<file path="src/rtl/axi_sram_slave.sv">
// AXI3 slave serving one INCR burst at a time from a single-port synchronous SRAM.
// Optional build macro AXI_SLAVE_WAIT_EN adds WAIT_CYCLES of delay before each rvalid/bvalid.
module axi_sram_slave #(
  parameter int MEM_AW      = 14,
  parameter int WAIT_CYCLES = 2
) (
  input  logic              clk,
  input  logic              resetn,
  input  logic [3:0]        arid,
  input  logic [31:0]       araddr,
  input  logic [7:0]        arlen,
  input  logic [2:0]        arsize,
  input  logic [1:0]        arburst,
  input  logic [1:0]        arlock,
  input  logic [3:0]        arcache,
  input  logic [2:0]        arprot,
  input  logic              arvalid,
  output logic              arready,
  output logic [3:0]        rid,
  output logic [31:0]       rdata,
  output logic [1:0]        rresp,
  output logic              rlast,
  output logic              rvalid,
  input  logic              rready,
  input  logic [3:0]        awid,
  input  logic [31:0]       awaddr,
  input  logic [7:0]        awlen,
  input  logic [2:0]        awsize,
  input  logic [1:0]        awburst,
  input  logic [1:0]        awlock,
  input  logic [3:0]        awcache,
  input  logic [2:0]        awprot,
  input  logic              awvalid,
  output logic              awready,
  input  logic [3:0]        wid,
  input  logic [31:0]       wdata,
  input  logic [3:0]        wstrb,
  input  logic              wlast,
  input  logic              wvalid,
  output logic              wready,
  output logic [3:0]        bid,
  output logic [1:0]        bresp,
  output logic              bvalid,
  input  logic              bready,
  output logic              ram_en,
  output logic [3:0]        ram_wen,
  output logic [MEM_AW-1:0] ram_addr,
  output logic [31:0]       ram_wdata,
  input  logic [31:0]       ram_rdata,
  output logic [2:0]        dbg_state
);

  // Handshake rule on every channel: a transfer happens on a rising clk edge where
  // valid and ready are both high; a valid, once raised, holds its payload until then.
  typedef enum logic [2:0] {
    IDLE     = 3'd0,
    RD_REQ   = 3'd1,
    RD_LATCH = 3'd2,
    RD_RESP  = 3'd3,
    WR_DATA  = 3'd4,
    WR_RESP  = 3'd5,
    RD_WAIT  = 3'd6,
    WR_WAIT  = 3'd7
  } state_t;

  state_t            state;
  logic [3:0]        cur_id;
  logic [MEM_AW-1:0] cur_addr;
  logic [3:0]        cur_len;
  logic [3:0]        beat;
  logic              err;
  logic              last_wr;

  logic ar_grant, aw_grant, ar_oor, aw_oor;
  logic w_hs, beat_is_last, w_beat_err, w_done;

  assign dbg_state = state;

  // last_wr picks the loser of the previous arbitration when both channels request.
  assign ar_grant = resetn && (state == IDLE) && arvalid && (!awvalid || last_wr);
  assign aw_grant = resetn && (state == IDLE) && awvalid && (!arvalid || !last_wr);
  assign arready  = ar_grant;
  assign awready  = aw_grant;

  assign ar_oor       = |araddr[31:MEM_AW+2];
  assign aw_oor       = |awaddr[31:MEM_AW+2];
  assign w_hs         = wvalid && wready;
  assign beat_is_last = (beat == cur_len);
  assign w_beat_err   = err || (wlast != beat_is_last) || (wid != cur_id);
  assign w_done       = wlast || beat_is_last;

  always_comb begin
    ram_en    = 1'b0;
    ram_wen   = 4'b0000;
    ram_addr  = '0;
    ram_wdata = 32'h0;
    if (state == RD_REQ && !err) begin
      ram_en   = 1'b1;
      ram_addr = cur_addr;
    end else if (state == WR_DATA && w_hs && !w_beat_err) begin
      ram_en    = 1'b1;
      ram_wen   = wstrb;
      ram_addr  = cur_addr;
      ram_wdata = wdata;
    end
  end

`ifdef AXI_SLAVE_WAIT_EN
  logic [7:0] wait_cnt;
  logic       wait_done;
  assign wait_done = (wait_cnt == 8'(WAIT_CYCLES - 1));
`endif

  logic unused;
`ifdef AXI_SLAVE_WAIT_EN
  assign unused = ^{arsize, arburst, arlock, arcache, arprot, araddr[1:0],
                    awsize, awburst, awlock, awcache, awprot, awaddr[1:0]};
`else
  assign unused = ^{arsize, arburst, arlock, arcache, arprot, araddr[1:0],
                    awsize, awburst, awlock, awcache, awprot, awaddr[1:0], 1'(WAIT_CYCLES)};
`endif

  always_ff @(posedge clk or negedge resetn) begin
    if (!resetn) begin
      state    <= IDLE;
      cur_id   <= 4'h0;
      cur_addr <= '0;
      cur_len  <= 4'h0;
      beat     <= 4'h0;
      err      <= 1'b0;
      last_wr  <= 1'b1;
      wready   <= 1'b0;
      rvalid   <= 1'b0;
      rdata    <= 32'h0;
      rid      <= 4'h0;
      rresp    <= 2'b00;
      rlast    <= 1'b0;
      bvalid   <= 1'b0;
      bid      <= 4'h0;
      bresp    <= 2'b00;
`ifdef AXI_SLAVE_WAIT_EN
      wait_cnt <= 8'h0;
`endif
    end else begin
      case (state)
        IDLE: begin
          if (ar_grant) begin
            cur_id   <= arid;
            cur_addr <= araddr[MEM_AW+1:2];
            cur_len  <= arlen[3:0];
            beat     <= 4'h0;
            err      <= (|arlen[7:4]) || ar_oor;
            last_wr  <= 1'b0;
            state    <= RD_REQ;
          end else if (aw_grant) begin
            cur_id   <= awid;
            cur_addr <= awaddr[MEM_AW+1:2];
            cur_len  <= awlen[3:0];
            beat     <= 4'h0;
            err      <= (|awlen[7:4]) || aw_oor;
            last_wr  <= 1'b1;
            wready   <= 1'b1;
            state    <= WR_DATA;
          end
        end
        RD_REQ: state <= RD_LATCH;
        RD_LATCH: begin
          rdata <= err ? 32'h0 : ram_rdata;
          rid   <= cur_id;
          rresp <= err ? 2'b10 : 2'b00;
          rlast <= beat_is_last;
`ifdef AXI_SLAVE_WAIT_EN
          wait_cnt <= 8'h0;
          state    <= RD_WAIT;
`else
          rvalid <= 1'b1;
          state  <= RD_RESP;
`endif
        end
`ifdef AXI_SLAVE_WAIT_EN
        RD_WAIT: begin
          if (wait_done) begin
            rvalid <= 1'b1;
            state  <= RD_RESP;
          end else begin
            wait_cnt <= wait_cnt + 8'h1;
          end
        end
        WR_WAIT: begin
          if (wait_done) begin
            bvalid <= 1'b1;
            bid    <= cur_id;
            bresp  <= err ? 2'b10 : 2'b00;
            state  <= WR_RESP;
          end else begin
            wait_cnt <= wait_cnt + 8'h1;
          end
        end
`endif
        RD_RESP: begin
          if (rready) begin
            rvalid <= 1'b0;
            if (rlast) begin
              rlast <= 1'b0;
              state <= IDLE;
            end else begin
              beat     <= beat + 4'h1;
              cur_addr <= cur_addr + 1'b1;
              state    <= RD_REQ;
            end
          end
        end
        WR_DATA: begin
          if (w_hs) begin
            beat     <= beat + 4'h1;
            cur_addr <= cur_addr + 1'b1;
            err      <= w_beat_err;
            if (w_done) begin
              wready <= 1'b0;
`ifdef AXI_SLAVE_WAIT_EN
              wait_cnt <= 8'h0;
              state    <= WR_WAIT;
`else
              bvalid <= 1'b1;
              bid    <= cur_id;
              bresp  <= w_beat_err ? 2'b10 : 2'b00;
              state  <= WR_RESP;
`endif
            end
          end
        end
        WR_RESP: begin
          if (bready) begin
            bvalid <= 1'b0;
            state  <= IDLE;
          end
        end
        default: state <= IDLE;
      endcase
    end
  end

endmodule

</file>
<file path="config.mk">
export PLATFORM = sky130hd
export DESIGN_NAME = axi_sram_slave
export DESIGN_NICKNAME = d
export VERILOG_FILES = /design/src/rtl/axi_sram_slave.sv
export SDC_FILE = /design/constraint.sdc
export NUM_CORES = 1
export LEC_CHECK = 0
export ABC_AREA = 1
export CAP_MARGIN = 20
export CORE_AREA = 4 4 116 118
export CTS_CLUSTER_DIAMETER = 120
export DETAILED_ROUTE_END_ITERATION = 10
export DIE_AREA = 0 0 120 122
export MAX_ROUTING_LAYER = met4
export PLACE_DENSITY = 0.8
export SYNTH_ARGS = -nofsm -noshare
export SYNTH_HDL_FRONTEND = slang
export SYNTH_SLANG_ARGS = --single-unit
</file>
<file path="constraint.sdc">
create_clock -name clk -period 5.4 [get_ports clk]
set_input_delay 1.08 -clock clk [delete_from_list [all_inputs] [get_ports clk]]
set_output_delay 1.08 -clock clk [all_outputs]
set_load 0.01 [all_outputs]
</file>
==> reports/metrics.cfg, run 1 <==
[flow_run]
timing.max_cap.violations = 0

[cts]
number_of_gates_resized_after_cts = 0
clk-insertion-delay-late_ps = 340
clkSlewWorstSetupHoldPaths_ps = 70
clock-sinks = 77
max-clock-path-buffers = 2
cts_inserted_buffers = 9
cts.htree.levels = 3
cts_tree = yes
cts_root_buffer = clkbuf_16
cts_setup_buffers = 0
post_cts_hold_buffer_count = 0

[layout]
instances_no_fill = 1042
sequential_cell_area_mm2 = 0.00193
layout.cells.most_common_list = 264 x clkdlybuf4s50_1, 180 x nand2_1, 112 x nor2_1, 76 x dfrtp_1, 48 x inv_1
fillers = 1121
post_route_cells_drive_above_1_share_pct = 6.09
area_growth_pct = 68.2
antennaDiodeCount = 0
multi_input_comb_area_mm2 = 0.00219
nNetsFinal = 1064
mostFrequentLayoutCell = clkdlybuf4s50_1

[synth]
synth_area_leaders = dfrtp_1 42%, nand2_1 15%, nor2_1 9.5%
synth_area_per_cell_um2 = 7.35
synthesis.yosys.warnings = 0
yosys.cell_types.count = 34
synth.cell_area_mm2 = 0.00448
synth.yosys.seq_area_share_pct = 43.0
synth-seq-cells = 77
synthDominantAreaCellType = dfrtp_1
syn-instance-count = 610
synth_top_area_share_pct = 42.4

[floorplan]
initial_utilization_pct = 36.0
die_area_mm2 = 0.0146
floorplan.io_pins = 300
fp.dieW_um = 120
die_h_um = 122
row_count = 41
placeableCoreArea_mm2 = 0.0125

[place]
gp_congestion = 0.871
port-buffer-count = 265
hpwlAfterDp_mm = 11.9
placed_cells = 1026

[route]
drc = 0
length_of_the_first_detailed_routing_pass_in_iterations = 4
detail_route.iter0.violations = 308
drt-vias-per-instance = 4.65
routed_wirelength_mm = 15.2
postRouteAntennaNets = 0
average_wire_per_standard_cell_um = 14.6
route.vias.total = 4849

[timing]
slew_viol_final = 0
grt_setup_unrepaired = false
worst_pin_slew_ps = 561
max_clock_freq_ghz = 0.212
setup_viol = 0
totalNegativeSetupSlack_ps = 0
slew_headroom_pct = 62.5
fin_crit_ps = 4710
finalHoldViolCount = 0
period_share_pct = 87.1
finalClockSkew_ps = 8.51

[global_route]
grt-ovfl-total = 0
gr-usage-all-layers_pct = 20.7
grt_pass1_wl_mm = 23.5
grt_antenna_before_repair = 0
grt_pass1_vias = 4674
grt_start_max_net_pins = 46

[pwr]
powerDensity_mw_per_mm2 = 440
p_leak_uw = 0.00349
power.ir.vdd_worst_mv = 0.198

[critical_path]
rr_endpoint = beat[1]$_DFFE_PN0P_
critical_path.reg2reg.startpoint = dbg_state[0]$_DFFE_PN0P_
minimum_setup_slack_among_reg_to_reg_paths_ps = 3350
cp_class = primary input to output port
worstSetupEndpointType = output port
crit_required_ps = 4320
crit_path_start_kind = primary input
critical_path.startpoint = wlast
critPathMaxFanout = 24
timing.critical_path.arrival_ps = 3630
worstSetupEndpoint = ram_wdata[7]
reg2regPathDepth = 8

[min_path]
hold_class = flip-flop to flip-flop

[run_status]
status = finished, final reports clean

## per-layer routing
metal / global-route usage [%] / vias up / routed length (um)
met5: - / - / 0
met4: 5.94 / 0 / 237
met3: 4.92 / 20 / 1240
met2: 35.2 / 206 / 7430
met1: 24.5 / 2157 / 6300
li1: - / 2466 / -
## state kept, by name, indices dropped and copies added (netlist names), 3 cells and up
name / count
cur_addr: 14
cur_len: 4
bid: 4
rid: 4
cur_id: 4
dbg_state: 3
beat: 4
rdata: 32
## synth_stat cells (all sizes together)
master  instances
buf            23
a31oi          10
clkbuf          4
dfstp           1
conb            1
nand2         186
a21oi           4
o22ai           1
and2            2
nor2          123
nand3          33
nand3b          1
ha              3
or2             1
nor3            1
o211ai          5
dfrtp          76
xor2            3
o21ai          34
nor4            1
xnor2           4
nand4           6
a22o           32
inv            55
## area by class of cell
cell class                 instances  area share [%]
multi-input combinational        452            29.0
clock buffer                      10            3.17
sequential                        77            25.6
clock inverter                     6            1.01
timing repair buffer             270            35.6
inverter                          55            2.74
tap                              172            2.85
## per-stage QoR
step / instance area, um^2 / hold WS, ps / util [%] / setup slack, ps / total power, uW
2_1_floorplan: 4490 / 468 / - / 1960 / 2010
4_1_cts: 7540 / 497 / 60.5 / 697 / 3360
6_report: 7540 / 493 / 60.5 / 694 / 3320
5_1_grt: 7540 / 513 / 60.5 / 597 / 3590
3_3_place_gp: 7230 / 466 / 58.0 / 733 / 2660
3_5_place_dp: 7230 / 480 / 58.0 / 719 / 2700
## power by group
part           internal [uW]  switching, uW  total [uW]
registers                850            208        1060
clock network            379            262         641
logic                    782            840        1620
total                   2010           1310        3320
## worst min-delay path by stage
stage	endpoint	depth (start not counted)	start
4_1_cts	rid[0]$_DFFE_PN0P_	2	rid[0]$_DFFE_PN0P_
2_1_floorplan	last_wr$_DFFE_PN1P_	2	last_wr$_DFFE_PN1P_
6_report	rid[0]$_DFFE_PN0P_	2	rid[0]$_DFFE_PN0P_
3_3_place_gp	rid[3]$_DFFE_PN0P_	2	rid[3]$_DFFE_PN0P_
5_1_grt	rdata[24]$_DFFE_PN0P_	1	rdata[24]$_DFFE_PN0P_
3_5_place_dp	bid[1]$_DFFE_PN0P_	2	bid[1]$_DFFE_PN0P_
## critical path, cell delays in order
cell             delay, ps
clkdlybuf4s50_1        490
inv_1                   60
ha_1                   290
nand3b_1               150
nor2_1                 210
nand3_2                330
buf_4                  340
nor2_1                 130
clkdlybuf4s50_1        550
## kinds of logic (layout without fill, tap and decap cells)
kind of cell,Yosys count,count (layout),share of synthesized area [%]
xor+xnor,7,7,1.37
flops,77,77,43.0
simple gates,354,354,33.5
other cells,1,2,0.0836
compound gates,86,86,12.9
buf+inv,82,341,8.34
fa+ha+maj,3,3,0.837
Power figures use the tool's default switching activity.
==> run 2, diff against run 1 <==
CORE_AREA = unset   (was 4 4 116 118)
CORE_ASPECT_RATIO = 1.1   (was unset)
CORE_MARGIN = 4   (was unset)
CORE_UTILIZATION = 36   (was unset)
DIE_AREA = unset   (was 0 0 120 122)
clock period = 4.85 ns   (was 5.4 ns; I/O delays follow)
==> reports/metrics.cfg, run 2 (synthesis results as in run 1) <==
[run_status]
status = finished, final reports clean

[layout]
fillers = 1108  ; -1.2%
post_route_cells_drive_above_1_share_pct = 6.09  ; unchanged
finish.utilization_pct = 62.0  ; +1.5 points
top_register = rdata
instances_no_fill = 1024  ; -1.7%
mostFrequentLayoutCell = clkdlybuf4s50_1
area_growth_pct = 67.7
antennaDiodeCount = 0  ; unchanged
nNetsFinal = 1064  ; unchanged
layout.cells.most_common_list = 264 x clkdlybuf4s50_1, 180 x nand2_1, 112 x nor2_1, 76 x dfrtp_1, 48 x inv_1
largest_register_ff_count = 32  ; unchanged
largestRegisters = rdata x32, cur_addr x14

[timing]
slew_viol_final = 0  ; unchanged
grt_setup_unrepaired = false
worst_pin_slew_ps = 637  ; +75.7 ps
period_share_pct = 92.7
totalNegativeSetupSlack_ps = 0  ; unchanged
finalClockSkew_ps = 12.7  ; +4.21 ps
fin_crit_ps = 4500
slew_headroom_pct = 57.5  ; -5.0 points
finalHoldViolCount = 0  ; unchanged
max_clock_freq_ghz = 0.222
setup_viol = 0  ; unchanged

[global_route]
grt_antenna_before_repair = 0  ; unchanged
grt_pass1_vias = 4632  ; -0.90%
grt_pass1_wl_mm = 23.6  ; +0.56%
grt_start_max_net_pins = 52  ; +13%
gr-usage-all-layers_pct = 21.1  ; +0.45 points
grt-ovfl-total = 0  ; unchanged

[floorplan]
row_count = 42  ; +2.4%
die_h_um = 125  ; +2.5%
initial_utilization_pct = 36.9  ; +0.97 points
placeableCoreArea_mm2 = 0.0121  ; -2.6%
floorplan.io_pins = 300  ; unchanged
fp.dieW_um = 114  ; -4.7%
die_area_mm2 = 0.0143  ; -2.3%

[cts]
clock-sinks = 77  ; unchanged
cts_inserted_buffers = 9  ; unchanged
clkSlewWorstSetupHoldPaths_ps = 70  ; about the same
post_cts_hold_buffer_count = 0  ; unchanged
cts_tree = yes
clk-insertion-delay-late_ps = 340  ; about the same
cts_setup_buffers = 0  ; unchanged
number_of_gates_resized_after_cts = 0  ; unchanged
cts_root_buffer = clkbuf_16
cts.htree.levels = 3  ; unchanged
max-clock-path-buffers = 2  ; unchanged

[critical_path]
timing.critical_path.arrival_ps = 3530  ; -100 ps
rr_endpoint = rdata[8]$_DFFE_PN0P_
crit_path_start_kind = primary input
reg2regPathDepth = 8  ; unchanged
minimum_setup_slack_among_reg_to_reg_paths_ps = 2580  ; -770 ps
crit_required_ps = 3880  ; -440 ps
worstSetupEndpointType = output port
critPathMaxFanout = 24  ; unchanged
critical_path.reg2reg.startpoint = dbg_state[2]$_DFFE_PN0P_
cp_class = primary input to output port

[pwr]
net-switching-power_uw = 1470  ; +12%
clockPowerShare_pct = 19.5  ; +0.2 points
p_leak_uw = 0.00350  ; about the same
powerDensity_mw_per_mm2 = 492  ; +12%
sw_frac_of_total_pct = 39.8  ; +0.34 points
power.ir.vdd_worst_mv = 0.285  ; +44%
power.share.combinational_pct = 48.5  ; -0.3 points
internal_power_uw = 2230  ; +11%
seq_power_share_pct = 32.0  ; +0.2 points

[min_path]
hold_class = flip-flop to flip-flop
holdPathStages = 2  ; unchanged
worstHoldStart = rid[3]$_DFFE_PN0P_
holdPathEnd = rid[3]$_DFFE_PN0P_

[route]
detail_route.iter0.violations = 239  ; -22%
route.vias.total = 4862  ; +0.27%
length_of_the_first_detailed_routing_pass_in_iterations = 5  ; +1
drt-vias-per-instance = 4.75  ; +2.0%
average_wire_per_standard_cell_um = 14.7  ; +0.44%
drc = 0  ; unchanged
postRouteAntennaNets = 0  ; unchanged
routed_wirelength_mm = 15.0  ; -1.3%

[place]
gp_congestion = 0.893  ; +2.4%
hpwlAfterDp_mm = 11.8  ; -0.50%
port-buffer-count = 265  ; unchanged
placed_cells = 1008  ; -1.8%

[flow_run]
timing.max_cap.violations = 0  ; unchanged

==> run 2: layer usage <==
metal  vias up  part of all wire, %  global-route usage (%)  routed length [um]
met3         8                  6.8                    4.88                1020
met4         0                  1.2                    5.38                 174
met1      2211                   41                    24.6                6080
li1       2462                    -                       -                   -
met5         -                    0                       -                   0
met2       181                   52                    36.5                7730
==> run 2: how the worst max path moves through the flow <==
stage	cells past startpoint	slack [ps]	end	start
6_report	9	350	ram_wdata[26]	wlast
3_3_place_gp	9	420	ram_wdata[24]	wlast
5_1_grt	10	170	ram_addr[11]	wlast
2_1_floorplan	9	1630	ram_addr[10]	wlast
3_5_place_dp	9	360	ram_wdata[26]	wlast
4_1_cts	9	320	ram_wdata[26]	wlast
==> run 2: power groups by stage <==
stage | clock network (uW) | logic, uW | registers, uW
floorplan | 0 | 1000 | 1240
global placement | 0 | 1790 | 1180
detailed placement | 0 | 1820 | 1190
CTS | 743 | 1830 | 1180
global route | 774 | 2010 | 1220
finish | 721 | 1800 | 1180
==> run 2: area by class of cell <==
type,count,area (um^2),area share (%)
Clock inverter,7,92.6,1.23
Sequential cell,77,1930,25.6
Multi-Input combinational cell,452,2190,29.1
Inverter,55,206,2.74
Clock buffer,9,225,2.99
Timing Repair Buffer,270,2690,35.7
Tap cell,154,193,2.56
==> run 2: critical path: stages <==
cell	delay [ps]
clkdlybuf4s50_1	480
inv_1	50
ha_1	280
nand3b_1	160
nor2_1	220
nand3_2	320
buf_4	330
nor2_1	130
clkdlybuf4s50_1	570
==> run 2: per-stage QoR <==
step           setup WS [ps]  cell area, um^2  total power (uW)  hold slack, ps
3_3_place_gp             419             7200              2970             468
5_1_grt                  167             7520              4010             516
4_1_cts                  319             7520              3750             495
2_1_floorplan           1630             4490              2240             468
3_5_place_dp             357             7200              3010             477
6_report                 352             7520              3700             487
